### src/rtl/disp_decimal_entry.sv
// rtl/disp_decimal_entry.sv - keypad decimal entry assembler feeding the RPN stack
// Optional idle auto-clear is enabled by defining DEC_ENTRY_TIMEOUT_EN.
module disp_decimal_entry #(
    parameter int MAX_DIGITS     = 3,
    parameter int TIMEOUT_CYCLES = 50000000
) (
    input  logic       clk,
    input  logic       rst_n,
    input  logic       digit_valid,
    input  logic [3:0] digit,
    input  logic       neg_toggle,
    input  logic       backspace,
    input  logic       enter,
    input  logic       clear,
    input  logic       non_signed,
    output logic [7:0] value_out,
    output logic       value_valid,
    output logic       entry_active,
    output logic [7:0] entry_value,
    output logic [1:0] digit_count,
    output logic       entry_err
);

    typedef enum logic {IDLE, ENTRY} state_t;

    state_t     state, state_nx;
    logic [7:0] mag, mag_nx;
    logic       neg, neg_nx;
    logic [1:0] count, count_nx;
    logic [7:0] value_out_nx;
    logic       value_valid_nx, entry_err_nx;

    logic [11:0] mag_x10;
    logic [11:0] limit;
    logic        digit_legal, room_left, enter_ok, neg_eff, any_strobe, timeout_fire;
    logic [7:0]  signed_mag;

    assign any_strobe = clear | enter | backspace | neg_toggle | digit_valid;

`ifdef DEC_ENTRY_TIMEOUT_EN
    localparam int TW = (TIMEOUT_CYCLES > 1) ? $clog2(TIMEOUT_CYCLES) : 1;
    logic [TW-1:0] idle_tmr;

    assign timeout_fire = (state == ENTRY) && !any_strobe && (idle_tmr == TW'(TIMEOUT_CYCLES - 1));

    // Any strobe, accepted or not, counts as user activity and restarts the wait.
    always_ff @(posedge clk or negedge rst_n) begin
        if (!rst_n)
            idle_tmr <= '0;
        else if (state != ENTRY || any_strobe || timeout_fire)
            idle_tmr <= '0;
        else
            idle_tmr <= idle_tmr + 1'b1;
    end
`else
    wire unused_timeout = (TIMEOUT_CYCLES != 0);
    assign timeout_fire = 1'b0;
`endif

    always_comb begin
        mag_x10     = ({4'd0, mag} * 12'd10) + {8'd0, digit};
        limit       = non_signed ? 12'd255 : 12'd128;
        digit_legal = (digit <= 4'd9);
        room_left   = (int'(count) < MAX_DIGITS);
        // Sign only matters while signed mode is selected; mag is never rewritten on a mode switch.
        neg_eff     = neg & ~non_signed;
        signed_mag  = neg_eff ? (8'd0 - mag) : mag;
        enter_ok    = non_signed ? 1'b1 : (neg ? (mag <= 8'd128) : (mag <= 8'd127));
    end

    always_comb begin
        state_nx       = state;
        mag_nx         = mag;
        neg_nx         = neg;
        count_nx       = count;
        value_out_nx   = value_out;
        value_valid_nx = 1'b0;
        entry_err_nx   = 1'b0;
        if (state == IDLE) begin
            if (clear || enter || backspace) begin
                state_nx = IDLE;
            end else if (neg_toggle) begin
                state_nx = ENTRY;
                mag_nx   = 8'd0;
                count_nx = 2'd0;
                neg_nx   = ~non_signed;
            end else if (digit_valid && digit_legal) begin
                state_nx = ENTRY;
                mag_nx   = {4'd0, digit};
                count_nx = 2'd1;
                neg_nx   = 1'b0;
            end
        end else begin
            if (clear || timeout_fire) begin
                state_nx = IDLE;
                mag_nx   = 8'd0;
                neg_nx   = 1'b0;
                count_nx = 2'd0;
            end else if (enter) begin
                if (count == 2'd0 || enter_ok) begin
                    if (count != 2'd0) begin
                        value_out_nx   = signed_mag;
                        value_valid_nx = 1'b1;
                    end
                    state_nx = IDLE;
                    mag_nx   = 8'd0;
                    neg_nx   = 1'b0;
                    count_nx = 2'd0;
                end else begin
                    entry_err_nx = 1'b1;
                end
            end else if (backspace) begin
                if (count <= 2'd1) begin
                    state_nx = IDLE;
                    mag_nx   = 8'd0;
                    neg_nx   = 1'b0;
                    count_nx = 2'd0;
                end else begin
                    mag_nx   = mag / 8'd10;
                    count_nx = count - 2'd1;
                end
            end else if (neg_toggle) begin
                if (!non_signed)
                    neg_nx = ~neg;
            end else if (digit_valid && digit_legal) begin
                if (room_left && (mag_x10 <= limit)) begin
                    mag_nx   = mag_x10[7:0];
                    count_nx = count + 2'd1;
                end else begin
                    entry_err_nx = 1'b1;
                end
            end
        end
    end

    always_ff @(posedge clk or negedge rst_n) begin
        if (!rst_n) begin
            state       <= IDLE;
            mag         <= 8'd0;
            neg         <= 1'b0;
            count       <= 2'd0;
            value_out   <= 8'd0;
            value_valid <= 1'b0;
            entry_err   <= 1'b0;
        end else begin
            state       <= state_nx;
            mag         <= mag_nx;
            neg         <= neg_nx;
            count       <= count_nx;
            value_out   <= value_out_nx;
            value_valid <= value_valid_nx;
            entry_err   <= entry_err_nx;
        end
    end

    assign entry_active = (state == ENTRY);
    assign entry_value  = (state == ENTRY) ? signed_mag : 8'd0;
    assign digit_count  = count;

endmodule

### config.mk
export PLATFORM = sky130hd
export DESIGN_NAME = disp_decimal_entry
export DESIGN_NICKNAME = d
export VERILOG_FILES = /design/src/rtl/disp_decimal_entry.sv
export SDC_FILE = /design/constraint.sdc
export NUM_CORES = 1
export LEC_CHECK = 0
export CAP_MARGIN = 20
export CELL_PAD_IN_SITES_DETAIL_PLACEMENT = 0
export CELL_PAD_IN_SITES_GLOBAL_PLACEMENT = 1
export CORE_MARGIN = 10
export CORE_UTILIZATION = 39
export CTS_BUF_LIST = sky130_fd_sc_hd__clkbuf_2
export DETAILED_ROUTE_END_ITERATION = 12
export PLACE_DENSITY = 0.85
export SLEW_MARGIN = 20
export SYNTH_ARGS = -nofsm -noshare
export SYNTH_HDL_FRONTEND = slang
export SYNTH_SLANG_ARGS = --single-unit
### constraint.sdc
create_clock -name clk -period 3.8 [get_ports clk]
set_clock_uncertainty 0.15 [all_clocks]
set_input_delay 0.57 -clock clk [delete_from_list [all_inputs] [get_ports clk]]
set_output_delay 0.57 -clock clk [all_outputs]
set_load 0.05 [all_outputs]
# Word-level counts from Yosys, hierarchy flattened

Index checks and enable logic that the tools add are counted.
W data, S select, Z words.

Latch bits: 0
Bits in registers: 22
Memories kept: 0
RAM bits: 0
ROM bits: 0
Output and inout bits: 21
Input port bits: 12

Shift-type cells: 0
Reductions and logical operators: 11
$lt $le $gt $ge: 6
Multipliers: 1
Bitwise operators: 4
Multiplexer cells: 61
Equal/unequal tests: 8
Div/mod/pow operators: 1
Add/subtract/negate cells: 4

Operator list:

| kind                   | count |
|---|---|
| $mux W8                | 14 |
| $mux W1                | 34 |
| $mux W2                | 12 |
| $ne A5 B4 Y1 const B   | 3 |
| $ne A5 B5 Y1 const B   | 3 |
| $add A12 B4 Y12        | 1 |
| $le A12 B8 Y1          | 1 |
| $reduce_and A6 Y1      | 2 |
| $mul A8 B3 Y11 const B | 1 |
| $div A8 B4 Y8 const B  | 1 |
| $le A8 B7 Y1 const B   | 1 |
| $le A8 B8 Y1 const B   | 1 |
| $sub A1 B8 Y8 const A  | 1 |
| $mux W7                | 1 |
| $reduce_and A5 Y1      | 1 |
| $le A4 B4 Y1 const B   | 1 |
| $ne A4 B3 Y1 const B   | 1 |
| $logic_or A1 B1 Y1     | 3 |
| $not A1 Y1             | 3 |
| $reduce_bool A3 Y1     | 1 |
| $add A2 B1 Y2 const B  | 1 |
| $le A2 B1 Y1 const B   | 1 |
| $logic_and A1 B1 Y1    | 2 |
| $logic_not A2 Y1       | 1 |
| 5 further kinds        | 5 |

# Logic depth before layout (Yosys ltp)

Depth after elaboration: 11
Gate-level depth with buffers: 16
Mapped depth without buffers: 15

# Worst setup path before layout

Ideal clock, no wire load.

Kind: reg2reg
From: reg mag[1]
To: reg mag[0]
Cell stages (with the launch flop): 17
Arrival time: 3,364 ps
Data required time: 3,525 ps
Path slack: 161 ps
Setup time: 125 ps
Period minus slack after synthesis: 3,639 ps
Buffers on the path: 1
Cells stage by stage: dfrtp_1 > ha_1 > ha_1 > inv_1 > fa_1 > nor2b_1 > o21a_1 > xor2_1 > ha_1 > o21a_1 > o22ai_1 > a31oi_1 > a21oi_2 > o221ai_2 > o21ai_2 > buf_6 > mux2_4

Word-level cells in the longest chain between the ends: 6
Elaborated cells on any way between the ends: 18
Those cells by class: add/sub: 1; mul: 1; div: 1; order compare: 3; eq/ne: 2; mux: 7; reduce/logical: 3

RTL lines:

| item                                         | line | text |
|---|---|---|
| start, declared                              | 27   | `logic [7:0] mag, mag_nx;` |
| start signal, assigned                       | 147  | `mag <= mag_nx;` |
| $div A8 B4 Y8 (tied with other cells)        | 119  | `mag_nx = mag / 8'd10;` |
| $mux W8 (tied with other cells)              | 113  | `if (count <= 2'd1) begin` |
| $mux W8 (tied with other cells)              | 112  | `end else if (backspace) begin` |
| $mux W8 (tied with other cells)              | 99   | `end else if (enter) begin` |
| $mux W8 (tied with other cells)              | 94   | `if (clear \|\| timeout_fire) begin` |
| $mux W8 or $reduce_and A6 Y1 (tied branches) | -    |  |

Parallel ways exist; a longest one is shown, timed or not.
A chain may end at the register's enable or synchronous reset.

# Worst setup path after layout

From: reg mag[1]
To: reg mag[7]

Word-level cells in the longest chain between the ends: 9
Elaborated cells on any way between the ends: 21
Those cells by class: add/sub: 1; mul: 1; div: 1; order compare: 3; eq/ne: 2; mux: 10; reduce/logical: 3

RTL lines:

| item |
|---|
| parallel branches: the longest is 9 deep, another holds $div A8 B4 Y8 |

Parallel ways; which one is timed is not known. The select of a mux whose other input is x is not followed.

==> results.md <==
- The commonest cells after synthesis are sky130_fd_sc_hd__nor2_1, sky130_fd_sc_hd__ha_1, sky130_fd_sc_hd__nand2_1.
- The number of global-route vias before repair was 2,215.
- For this run, the register share of the synthesized area comes to 22.83%.
- The total congestion overflow is 0.
- The gate count of the mapped netlist is 283.
- The main flop type after synthesis is sky130_fd_sc_hd__dfrtp_1.
- The number of placed I/O pins is 33.
- In this run the clock root is driven by a sky130_fd_sc_hd__clkbuf_2.
- The largest net degree at the start of global routing is 23.
- The die outline area is 9727 um^2.
- The floorplan has 28 rows.
- The headroom to the max-slew limit is 49.22%.
- Broken down by cell family, the worst path's largest delay share belongs to adder cells.
- The highest layer used for signal routing is met4.
- The tool flagged a number of max-cap violations equal to 0.
- The mean post-synth cell area is 8.520 um^2.
- The met3 wire length is 288 um.
- The aggregate routed wire length is 6.540 mm.
- The first global-routing pass estimated 10.88 mm of wire.
- In this run the static leakage power is 1.314 nW.
- The share of layout cells above drive strength 1 is 16.82%.
- Along the worst path, the maximum fanout reaches 6.
- The path class of the lowest-slack min-delay path is in2async.
- When the netlist entered floorplanning its net count stood at 325.
- VDD sags by at most 0.0003101 V.
- The DRC violation count after routing is 0.
- The register bit total from synthesis is 22.
- The clock tree from TritonCTS is done.
- The number of DRC violations after detailed-routing iteration 0 is 155.
- The path type of the worst setup path is reg2reg.
- The finished cells cover 2917 um^2.
- The detailed router put a total of 3.036 mm of wire on met1.
- The number of endpoints with negative hold slack in the final report came to 0.
- The TritonCTS sink count is 22.
- The most common cell in the synthesized netlist is sky130_fd_sc_hd__nor2_1.
- The final critical-path share of the clock period is 96.55%.
- The library cell with the largest summed area after synthesis is sky130_fd_sc_hd__dfrtp_1.
- Measured along the x axis, the die boundary spans 98.63 um.
- For this run, the total global-route usage over all layers was measured as 12.91%.
- In this run the biggest area consumer among cell types represents 22.83% of the synthesized area.
- Hold repair after CTS inserted 0 buffers.
- Ranked by total cell area, the synthesized netlist is headed by sky130_fd_sc_hd__dfrtp_1, sky130_fd_sc_hd__ha_1, sky130_fd_sc_hd__nor2_1, sky130_fd_sc_hd__mux2i_1, sky130_fd_sc_hd__nand2_1.
- Setup violations remaining at the end of the flow were counted as 0.
- The initial antenna violation count is 0.
- The count of distinct cell types in the synthesized netlist is 61.
- Once the floorplan was initialized, standard cells occupied 40.48% of the core.
- The area growth from synthesis to layout is 20.97%.
- At the end of the flow the core is filled with cells to 48.97%.
- After synthesis, the share of flip-flops with an asynchronous set or reset is 100.0%.
- The total length of routed met2 wires is 3.194 mm.
- The number of synthesis warnings is 0.
- The floorplan die height is 98.63 um.
- For the worst setup path, the data arrival time is 3.78 ns.
- The number of buffers created by CTS is 3.
- The synthesized cell area is 2411 um^2.
- The cell area after placement is 2864 um^2.
- Data on the critical path is required at its endpoint by 3.91 ns.
- The clock reaches the later pin of the worst-skew pair after 0.33 ns.
- The number of vias per cell after detailed routing is 5.582.
- In this run the number of H-tree levels came out at 1.
- For this design the ratio of total power to cell area is 428.8 nW/um^2.
- The highest-delay cell along the critical path is sky130_fd_sc_hd__fa_2.
- In the final design database the tool counted 370 nets.
- The kind of start point of the critical path is a flop.
- On the worst path, the slowest cell contributes a delay of 0.46 ns.
- The iteration count of the initial detailed-routing pass is 4.
- In this run, synthesis inferred 0 flip-flops with an integrated enable.
- Together, buffers and inverters on the worst path number 3.
- The number of antenna diodes in the final layout is 0.
- The flow ran to the end, and the final reports show no timing, DRC or antenna violations.
- At the end of routability-driven placement, the weighted congestion stood at 0.8294.
- The number of nets with antenna violations after detailed routing is 0.
- Derived from the worst setup path, the maximum achievable clock frequency is 272.6 MHz.
- The kind of capture point of the worst setup path is a flop.
- For the pin with the worst max-slew slack, the measured transition is 0.7553 ns.
- The final critical-path required period is 3.669 ns.
- The clock slew seen by the registers of the worst setup and hold paths is 0.22 ns.
- The max-slew violation total from the final report is 0.
- The maximum number of buffers from clock root to sink is 2.
- The routed layout has 2,244 vias.
- Dividing the detail-routed wire length by the instance count gives 16.27 um.
- The count of buffers from port buffering is 32.
- Walking the worst path, the cells encountered are ha_1 -> ha_1 -> inv_2 -> fa_2 -> nor2b_2 -> o21a_1 -> xor2_2 -> ha_1 -> o21a_1 -> o22ai_1 -> a31oi_1 -> a21oi_2 -> o221ai_2 -> o21ai_2 -> buf_6 -> buf_4 -> mux2i_1.
- The floorplan step defined a core boundary enclosing 5956 um^2.
- The detailed placement HPWL is 5.170 mm.
- The most repeated library cell on the critical path is sky130_fd_sc_hd__ha_1.
- The number of filler instances in the final layout is 581.
-- placed cells by master, fill, tap and decap left out, types with 3 or more instances in the layout --
master,instances
sky130_fd_sc_hd__nor2_1,29
sky130_fd_sc_hd__ha_1,28
sky130_fd_sc_hd__buf_4,28
sky130_fd_sc_hd__nand2_1,24
sky130_fd_sc_hd__clkdlybuf4s50_1,24
sky130_fd_sc_hd__dfrtp_1,22
sky130_fd_sc_hd__inv_1,16
sky130_fd_sc_hd__a21oi_1,15
sky130_fd_sc_hd__o21ai_0,12
sky130_fd_sc_hd__mux2i_1,10
sky130_fd_sc_hd__xnor2_1,9
sky130_fd_sc_hd__xor2_1,6
sky130_fd_sc_hd__nor3_1,6
sky130_fd_sc_hd__nor2b_1,5
sky130_fd_sc_hd__a31oi_1,5
sky130_fd_sc_hd__nand2b_1,5
sky130_fd_sc_hd__o22ai_1,4
sky130_fd_sc_hd__nand3_1,4
sky130_fd_sc_hd__a221oi_1,4
sky130_fd_sc_hd__mux2_2,4
sky130_fd_sc_hd__and3_1,3
sky130_fd_sc_hd__and2_1,3
sky130_fd_sc_hd__o21a_1,3
sky130_fd_sc_hd__mux2_4,3
sky130_fd_sc_hd__a22oi_1,3
sky130_fd_sc_hd__clkbuf_2,3
-- path summary, 6_finish.rpt --
| kind | startpoint | end | slack [ns] | depth (start not counted) |
|---|---|---|---|---|
| min in group clk | value_out[4] | value_out[4] | 0.38 | 1 |
| min | rst_n | entry_err | 0.009 | 1 |
| max reg2reg | mag[1] | mag[7] | 0.13 | 17 |
| max in group asynchronous | rst_n | mag[2] | 3.14 | 1 |
| min reg2reg | value_out[4] | value_out[4] | 0.38 | 1 |
| max | mag[1] | mag[7] | 0.13 | 17 |
-- metal layers --
metal	track usage [%]	vias to the layer above
li1	-	1113
met1	16.78	1084
met2	21.99	45
met3	2.444	2
met4	1.764	0
met5	0	-
-- sequential cells by signal, summed over array words and instances, names as in the netlist --
register      cells
entry_active      1
mag               8
neg               1
value_valid       1
value_out         8
digit_count       2
entry_err         1
-- what timing repair did --
item / CTS / global route
setup buffers: 0 / 3
pin swaps: 0 / 4
endpoints found under the setup margin: 6 / 10
resized for setup: 1 / 4
-- power by group --
group / internal, mW / switching, mW / total, mW
Clock: 0.0229 / 0.0732 / 0.0961
Sequential: 0.284 / 0.0339 / 0.318
Combinational: 0.350 / 0.486 / 0.837
-- metrics by stage --
step / hold slack [ns] / std cells / power [mW] / worst slack [ns] / setup TNS (ns)
3_3_place_gp: 0.3215 / 395 / 1.118 / -0.09056 / -0.5604
2_1_floorplan: 0.1244 / 283 / 0.8734 / 0.1609 / 0
3_5_place_dp: 0.3354 / 395 / 1.132 / -0.1744 / -1.562
6_report: 0.008887 / 402 / 1.251 / 0.1311 / 0
5_1_grt: 0.01756 / 402 / 1.339 / -0.01473 / -0.03461
4_1_cts: 0.3845 / 399 / 1.233 / 0.01030 / 0
-- cell type report --
type | instances | area, um^2 | area share (%)
sequential | 22 | 550.5 | 18.88
clock inverter | 1 | 3.754 | 0.1287
clock buffer | 3 | 15.01 | 0.5148
timing repair buffer | 54 | 466.7 | 16.00
multi-input combinational | 229 | 1719 | 58.94
tap | 75 | 93.84 | 3.218
inverter | 18 | 67.56 | 2.317
-- cells by family after synthesis --
logic type	synth area share, %
simple gates	19.88
mux	8.355
xor+xnor	6.746
flops	22.83
buf+inv	6.382
fa+ha+maj	16.19
compound gates	19.62
Note: power is estimated with default switching activity, not from simulation.
